File: src/rtl/imem_port_arbiter_pkg.sv
// Shared definitions for the instruction-memory port arbiter: response-tag
// encoding and default queue depth / starvation limit.
package imem_port_arbiter_pkg;

  localparam int MAXOUT_DEF = 4;
  localparam int STARVE_DEF = 8;

  typedef enum logic {
    ID_FETCH = 1'b0,
    ID_AUX   = 1'b1
  } tag_id_e;

  // One outstanding read: its owner and whether its response is to be discarded.
  typedef struct packed {
    tag_id_e id;
    logic    drop;
  } tag_t;

  function automatic tag_t new_tag(input tag_id_e id);
    return '{id: id, drop: 1'b0};
  endfunction

endpackage

File: src/rtl/imem_tag_queue.sv
// In-order queue of response tags for outstanding imem reads; a flush can mark
// every fetch-owned entry as "drop" in a single cycle.
module imem_tag_queue
  import imem_port_arbiter_pkg::*;
#(
  parameter int DEPTH = MAXOUT_DEF
) (
  input  logic    clk,
  input  logic    reset,
  input  logic    push,
  input  tag_id_e push_id,
  input  logic    pop,
  input  logic    mark_drop,
  output tag_t    head,
  output logic    empty,
  output logic    full
);

  localparam int AW = $clog2(DEPTH);
  localparam int PW = AW + 1;

  logic [PW-1:0] wr_ptr;
  logic [PW-1:0] rd_ptr;
  tag_t          mem [DEPTH];

  // Extra wrap bit distinguishes full from empty when the index bits match.
  assign empty = (wr_ptr == rd_ptr);
  assign full  = (wr_ptr[AW-1:0] == rd_ptr[AW-1:0]) && (wr_ptr[AW] != rd_ptr[AW]);
  assign head  = mem[rd_ptr[AW-1:0]];

  // NOTE: sequential state uses non-blocking assignments so every flop samples
  // pre-edge values regardless of statement order.
  always_ff @(posedge clk or negedge reset) begin
    if (!reset) begin
      wr_ptr <= '0;
      rd_ptr <= '0;
      // NOTE: the tag store is only a few flops and its drop bits must start
      // clear, so it is reset along with the pointers.
      for (int i = 0; i < DEPTH; i++) begin
        mem[i] <= '0;
      end
    end else begin
      if (mark_drop) begin
        for (int i = 0; i < DEPTH; i++) begin
          if (mem[i].id == ID_FETCH) begin
            mem[i].drop <= 1'b1;
          end
        end
      end
      // A push lands after the flush marking, so a freshly written slot starts clean.
      if (push && !full) begin
        mem[wr_ptr[AW-1:0]] <= new_tag(push_id);
        wr_ptr              <= wr_ptr + PW'(1);
      end
      if (pop && !empty) begin
        rd_ptr <= rd_ptr + PW'(1);
      end
    end
  end

endmodule

File: src/rtl/imem_port_arbiter.sv
// Shares one instruction-memory port between the fetch stage (port 0) and a
// secondary master (port 1); routes in-order read responses back to their owner.
module imem_port_arbiter
  import imem_port_arbiter_pkg::*;
#(
  parameter int IDATAW = 128,
  parameter int ISIZEW = 8,
  parameter int IADDRW = 32,
  parameter int MAXOUT = MAXOUT_DEF,
  parameter int STARVE = STARVE_DEF
) (
  input  logic              clk,
  input  logic              reset,
  input  logic              r0_flush,
  input  logic              r0_valid,
  output logic              r0_ready,
  input  logic [IADDRW-1:0] r0_address,
  input  logic              r1_valid,
  output logic              r1_ready,
  input  logic [IADDRW-1:0] r1_address,
  input  logic              r1_wr_en,
  input  logic [IDATAW-1:0] r1_wr_data,
  input  logic [ISIZEW-1:0] r1_wr_size,
  output logic              r0_dp_valid,
  input  logic              r0_dp_ready,
  output logic [IDATAW-1:0] r0_dp_data,
  output logic              r1_dp_valid,
  input  logic              r1_dp_ready,
  output logic [IDATAW-1:0] r1_dp_data,
  output logic              imem_valid,
  input  logic              imem_ready,
  output logic [IADDRW-1:0] imem_address,
  output logic              imem_wr_en,
  output logic [IDATAW-1:0] imem_wr_data,
  output logic [ISIZEW-1:0] imem_wr_size,
  input  logic              imem_dp_valid,
  output logic              imem_dp_ready,
  input  logic [IDATAW-1:0] imem_dp_read_data
);

  localparam int SCW = $clog2(STARVE + 1);

  logic           arb_live;
  logic [SCW-1:0] starve_cnt;
  logic           starved;
  logic           r0_req;
  logic           gnt0;
  logic           gnt1;
  logic           issue_ok;
  logic           accept;
  logic           q_push;
  logic           q_pop;
  logic           q_empty;
  logic           q_full;
  tag_t           q_head;
  logic           discard;

  // Outputs are held at 0 from the moment reset asserts until the first clock
  // after it releases; the async clear keeps every output quiet mid-reset.
  always_ff @(posedge clk or negedge reset) begin
    if (!reset) begin
      arb_live <= 1'b0;
    end else begin
      arb_live <= 1'b1;
    end
  end

  // Grant: fetch has priority unless port 1 has waited STARVE cycles.
  assign starved = (starve_cnt == SCW'(STARVE));
  assign r0_req  = r0_valid && !r0_flush;
  assign gnt1    = r1_valid && (!r0_req || starved);
  assign gnt0    = r0_req && !gnt1;

  // Reads need a free tag slot; writes produce no response and bypass the limit.
  assign issue_ok   = gnt1 ? (r1_wr_en || !q_full) : (gnt0 && !q_full);
  assign imem_valid = arb_live && issue_ok;
  assign accept     = imem_valid && imem_ready;
  assign r0_ready   = accept && gnt0;
  assign r1_ready   = accept && gnt1;
  assign q_push     = accept && !(gnt1 && r1_wr_en);

  assign imem_address = !imem_valid ? '0 : (gnt1 ? r1_address : r0_address);
  assign imem_wr_en   = imem_valid && gnt1 && r1_wr_en;
  assign imem_wr_data = imem_wr_en ? r1_wr_data : '0;
  assign imem_wr_size = imem_wr_en ? r1_wr_size : '0;

  always_ff @(posedge clk or negedge reset) begin
    if (!reset) begin
      starve_cnt <= '0;
    end else if (r1_ready) begin
      starve_cnt <= '0;
    end else if (r1_valid && !starved) begin
      starve_cnt <= starve_cnt + SCW'(1);
    end
  end

  imem_tag_queue #(
    .DEPTH(MAXOUT)
  ) u_tag_queue (
    .clk      (clk),
    .reset    (reset),
    .push     (q_push),
    .push_id  (gnt1 ? ID_AUX : ID_FETCH),
    .pop      (q_pop),
    .mark_drop(r0_flush),
    .head     (q_head),
    .empty    (q_empty),
    .full     (q_full)
  );

  // A fetch response arriving in the flush cycle is already stale even though
  // its drop bit is only written at the coming edge.
  assign discard = q_head.drop || (r0_flush && (q_head.id == ID_FETCH));

  // NOTE: every always_comb output gets a default first so no path leaves it
  // unassigned and infers a latch.
  always_comb begin
    r0_dp_valid   = 1'b0;
    r1_dp_valid   = 1'b0;
    imem_dp_ready = 1'b0;
    if (arb_live && !q_empty) begin
      if (discard) begin
        imem_dp_ready = 1'b1;
      end else if (q_head.id == ID_FETCH) begin
        r0_dp_valid   = imem_dp_valid;
        imem_dp_ready = r0_dp_ready;
      end else begin
        r1_dp_valid   = imem_dp_valid;
        imem_dp_ready = r1_dp_ready;
      end
    end
  end

  assign q_pop      = imem_dp_valid && imem_dp_ready;
  assign r0_dp_data = r0_dp_valid ? imem_dp_read_data : '0;
  assign r1_dp_data = r1_dp_valid ? imem_dp_read_data : '0;

endmodule
File: config.mk
export PLATFORM = sky130hd
export DESIGN_NAME = imem_port_arbiter
export DESIGN_NICKNAME = d
export VERILOG_FILES = /design/src/rtl/imem_port_arbiter_pkg.sv /design/src/rtl/imem_tag_queue.sv /design/src/rtl/imem_port_arbiter.sv
export SDC_FILE = /design/constraint.sdc
export NUM_CORES = 1
export LEC_CHECK = 0
export BUFFER_PORTS_ARGS = -buffer_cell sky130_fd_sc_hd__buf_2
export CORE_AREA = 2 2 300 302
export CTS_BUF_LIST = sky130_fd_sc_hd__clkbuf_8
export CTS_CLUSTER_SIZE = 40
export DETAILED_ROUTE_END_ITERATION = 8
export DIE_AREA = 0 0 302 304
export SYNTH_ARGS = -nofsm -noshare
export SYNTH_HDL_FRONTEND = slang
export SYNTH_SLANG_ARGS = --single-unit
File: constraint.sdc
create_clock -name clk -period 1.75 [get_ports clk]
set_input_delay 0.0875 -clock clk [delete_from_list [all_inputs] [get_ports clk]]
set_output_delay 0.0875 -clock clk [all_outputs]
set_load 0.02 [all_outputs]
==> key figures <==
Global route
  – Met1 track demand over resource: 0.1392
  – Met3 track demand over resource: 0.06968
  – Antenna violations before repair: 67
  – Vias in the first global route: 7565
  – GRT Util Overall: 0.1198
  – Pin count of the biggest net entering global routing: 42
  – Global routing's busiest layer: met2
  – Overflow left after global routing: 0
  – GR met2 Demand/Resource: 0.1910
  – First-pass GRT wire length: 72680 µm

Setup path
  – Source of the worst register-to-register timing path: u_tag_queue.rd_ptr[1]
  – Setup Crit Path Kind: flip-flop to output pin
  – Maximum cell stage delay along the critical path: 0.44 ns
  – Critical path cell sequence: buf_6, xor2_2, o311a_1, nand2b_4, nor2_4, buf_12, clkbuf_16, clkbuf_16, and2_2, buf_2
  – Worst setup path start: u_tag_queue.rd_ptr[1]
  – Data required time of the worst path: 1.66 ns
  – Crit Path Max Fanout: 5
  – Kind of launch point of the worst setup path: flip-flop
  – Endpoint arrival time on the critical path: 2.39 ns
  – Nature of the critical path endpoint: output pin
  – Most frequent cell on the critical path: sky130_fd_sc_hd__clkbuf_16
  – Cell with the biggest individual delay on the critical path: sky130_fd_sc_hd__dfrtp_2
  – Buf+Inv Stages, Crit Path: 5
  – Family with the most delay on the worst path: buffers and inverters

Pwr
  – Leakage power total: 0.007252 µW
  – Pwr per Cell Area: 472.8 mW/mm²
  – VDD IR max: 0.4698 mV
  – Final Total Pwr: 6847 µW

STA
  – Share of the cycle needed by the critical path after routing: 1.416
  – Final Critical Period: 2.477 ns
  – Pins Over Slew Limit: 0
  – Final hold violation count: 0
  – RSZ-0062 raised after global routing: true
  – Post-route clock skew: 0.0008455 ns
  – Rel. slew slack: 0.6655
  – Worst setup slack after layout: -0.7272 ns
  – Slew @ Worst Pin: 0.5017 ns
  – Setup-failing EPs final: 439
  – Fmax: 0.4037 GHz

Synthesis
  – Post-synthesis cell type with the largest combined area: sky130_fd_sc_hd__and2_1
  – Sequential fraction of the synthesis area: 0.1134
  – Most common cell in the netlist: sky130_fd_sc_hd__and2_1
  – Most used DFF post-synth: sky130_fd_sc_hd__dfrtp_1
  – Unique masters post-synth: 34
  – Syn_nets: 994
  – Gate count of the mapped netlist: 649
  – Syn Area/Cell: 6.458 µm²
  – Post-synthesis sequential element count: 19
  – Summed instance area of the synthesized netlist: 0.004192 mm²
  – Leading post-synthesis cells by instance count: 393 x sky130_fd_sc_hd__and2_1, 75 x sky130_fd_sc_hd__nand2_1, 41 x sky130_fd_sc_hd__a21oi_1
  – Number of enable flip-flop cells after synthesis: 0
  – Biggest area contributors in the synthesized netlist: sky130_fd_sc_hd__and2_1 59%, sky130_fd_sc_hd__dfrtp_1 11%, sky130_fd_sc_hd__nand2_1 6.7%
  – Synth async-reset ratio: 1.000
  – Number of synthesis warnings: 0
  – Fraction of synthesized cell area taken by the top area cell type: 0.5866

Drt
  – Violation count after the first detailed-routing iteration: 493
  – Routed via count divided by cell count: 3.158
  – Number of vias in the routed layout: 8439
  – Post-Route WL: 65250 µm
  – Detail-routed net length per standard cell: 24.42 µm
  – Count of unresolved DRC violations after routing: 0
  – Pre-antenna DRT Iters: 5
  – DRT antenna net count: 0

Clock network
  – Clock root buffer: sky130_fd_sc_hd__clkbuf_8
  – Clock transition time at the flip-flop clock pins of the worst setup and hold paths: 0.08 ns
  – CTS tree: built
  – Sink Count: 19
  – Number of buffers inserted during clock tree synthesis: 3
  – H-tree level count: 1
  – Clock latency at the later pin of the worst-skew pair: 0.26 ns
  – Clock buffer depth: 2

Floorplan
  – Initial core utilization: 0.04707
  – Width of the die: 302 µm
  – Core Footprint: 0.08905 mm²
  – I/O pin cnt: 769
  – Die area: 0.09181 mm²
  – DIE HEIGHT: 304 µm
  – Number of rows created at floorplan: 110

Finish
  – Area growth syn-to-layout: 245.5%
  – Final Net Count: 1832
  – Share of layout cells above drive strength 1: 0.8917

Run status
  – Outcome: finished, violations left
  – Failing checks: setup timing

Flow run
  – Number of maximum-capacitance constraint violations: 0

Hold path
  – Startpoint of the tightest hold check path: r1_valid
  – Min-Delay Path Class: input port to flip-flop

Placement
  – Total half-perimeter wirelength after legalization and detailed placement: 54120 µm
  – Count of input and output buffers: 768
  – Placer congestion estimate: 0.9931
  – Worst slack at placement: -0.4525 ns
## stage by stage
stage	TNS [ns]	util	hold slack, ns	cells	instance area (µm²)
2_1_floorplan	-15.50	-	-0.2081	649	5450
3_5_place_dp	-117.89	0.1246	0.09393	2606	11100
4_1_cts	-250.72	0.1287	0.2030	2612	11460
3_3_place_gp	-98.74	0.1246	0.09371	2606	11100
5_1_grt	-304.12	0.1625	0.2423	2669	14470
6_report	-254.36	0.1626	0.2103	2672	14480
## cell families after synthesis
family / Yosys count / share of synthesized area
DFF: 19 / 0.1134
buffers and inverters: 66 / 0.06866
and+or+nand+nor: 486 / 0.6794
xor gates and xnor gates: 9 / 0.01880
muxes: 9 / 0.02806
other: 1 / 0.0008947
adders and majority gates: 7 / 0.02089
AOI/OAI and AO/OA: 52 / 0.06985
## sequential cells by signal (all words and copies together), names as in the netlist
register and count:
arb_live 1, u_tag_queue.rd_ptr 3, starve_cnt 4, u_tag_queue.wr_ptr 3
u_tag_queue.mem 8
## cells in the final DEF, fill, tap and decap left out, types with 2 or more instances in the layout
master,synthesis,final
sky130_fd_sc_hd__nor2_4,0,2
sky130_fd_sc_hd__clkbuf_8,0,3
sky130_fd_sc_hd__xor2_1,5,4
sky130_fd_sc_hd__buf_16,0,4
sky130_fd_sc_hd__buf_6,0,275
sky130_fd_sc_hd__o311a_1,2,2
sky130_fd_sc_hd__mux2_2,2,2
sky130_fd_sc_hd__and2_4,0,330
sky130_fd_sc_hd__ha_1,7,6
sky130_fd_sc_hd__mux2i_1,5,5
sky130_fd_sc_hd__buf_2,20,466
sky130_fd_sc_hd__inv_1,11,9
sky130_fd_sc_hd__buf_12,0,22
sky130_fd_sc_hd__buf_4,0,50
sky130_fd_sc_hd__mux4_2,2,2
sky130_fd_sc_hd__clkbuf_4,0,5
sky130_fd_sc_hd__nand2_1,75,74
sky130_fd_sc_hd__buf_8,0,37
sky130_fd_sc_hd__xnor2_1,4,4
sky130_fd_sc_hd__clkbuf_16,0,28
sky130_fd_sc_hd__a21oi_1,41,9
sky130_fd_sc_hd__a21oi_4,0,32
sky130_fd_sc_hd__nor2_1,4,3
sky130_fd_sc_hd__dfrtp_1,19,18
sky130_fd_sc_hd__and2_1,393,12
sky130_fd_sc_hd__diode_2,0,10
sky130_fd_sc_hd__clkinvlp_4,0,2
sky130_fd_sc_hd__and2_2,0,51
sky130_fd_sc_hd__o21ai_0,2,2
sky130_fd_sc_hd__nor3_4,0,3
## metal layers
layer | part of all wire | wire length [µm]
met5 | 0.0064 | 416
met1 | 0.39 | 25260
met4 | 0.026 | 1718
met3 | 0.14 | 8851
met2 | 0.44 | 29000
## final cells by class
| class | count | area [µm²] |
|---|---|---|
| Sequential cell | 19 | 476.7 |
| Fill cell | 10095 | 74570 |
| Clock inverter | 1 | 7.507 |
| Antenna cell | 10 | 25.02 |
| Timing Repair Buffer | 888 | 7659 |
| Clock buffer | 3 | 41.29 |
| Tap cell | 1176 | 1471 |
| Multi-Input combinational cell | 564 | 4755 |
| Inverter | 11 | 45.04 |
## repair_timing
item / 4_1_cts / 5_1_grt
buffers inserted: 1 / 15
hold endpoints to repair: 19 / 0
setup endpoints to repair: 447 / 449
gates resized for setup: 100 / 849
pin swaps: 3 / 171
gates cloned: 0 / 36
hold buffers: 1 / 0
## power breakdown
group	internal [µW]	switching, µW	leakage (µW)
Sequential	651	168	0.000214
Clock	161	168	0.0000218
Combinational	2880	2820	0.00702
Total	3690	3160	0.00725
## final timing paths
kind / slack (ns) / cells after the start / endpoint
hold reg to reg: 0.55 / 2 / starve_cnt[3]
hold / removal: 0.21 / 4 / starve_cnt[2]
max in group asynchronous: 1.05 / 2 / u_tag_queue.rd_ptr[1]
setup reg to reg: -0.30 / 7 / u_tag_queue.rd_ptr[1]
setup / recovery: -0.73 / 10 / r1_dp_data[99]
min in group asynchronous: 0.34 / 2 / u_tag_queue.rd_ptr[0]
## worst min-delay path, delay by kind of cell
kind / cells / cell delay (ns)
buffers and inverters: 1 / 0.14
AND/OR/NAND/NOR: 2 / 0.16
AO/OA/AOI/OAI: 1 / 0.06
No activity file was read; power rests on OpenSTA's default activity.
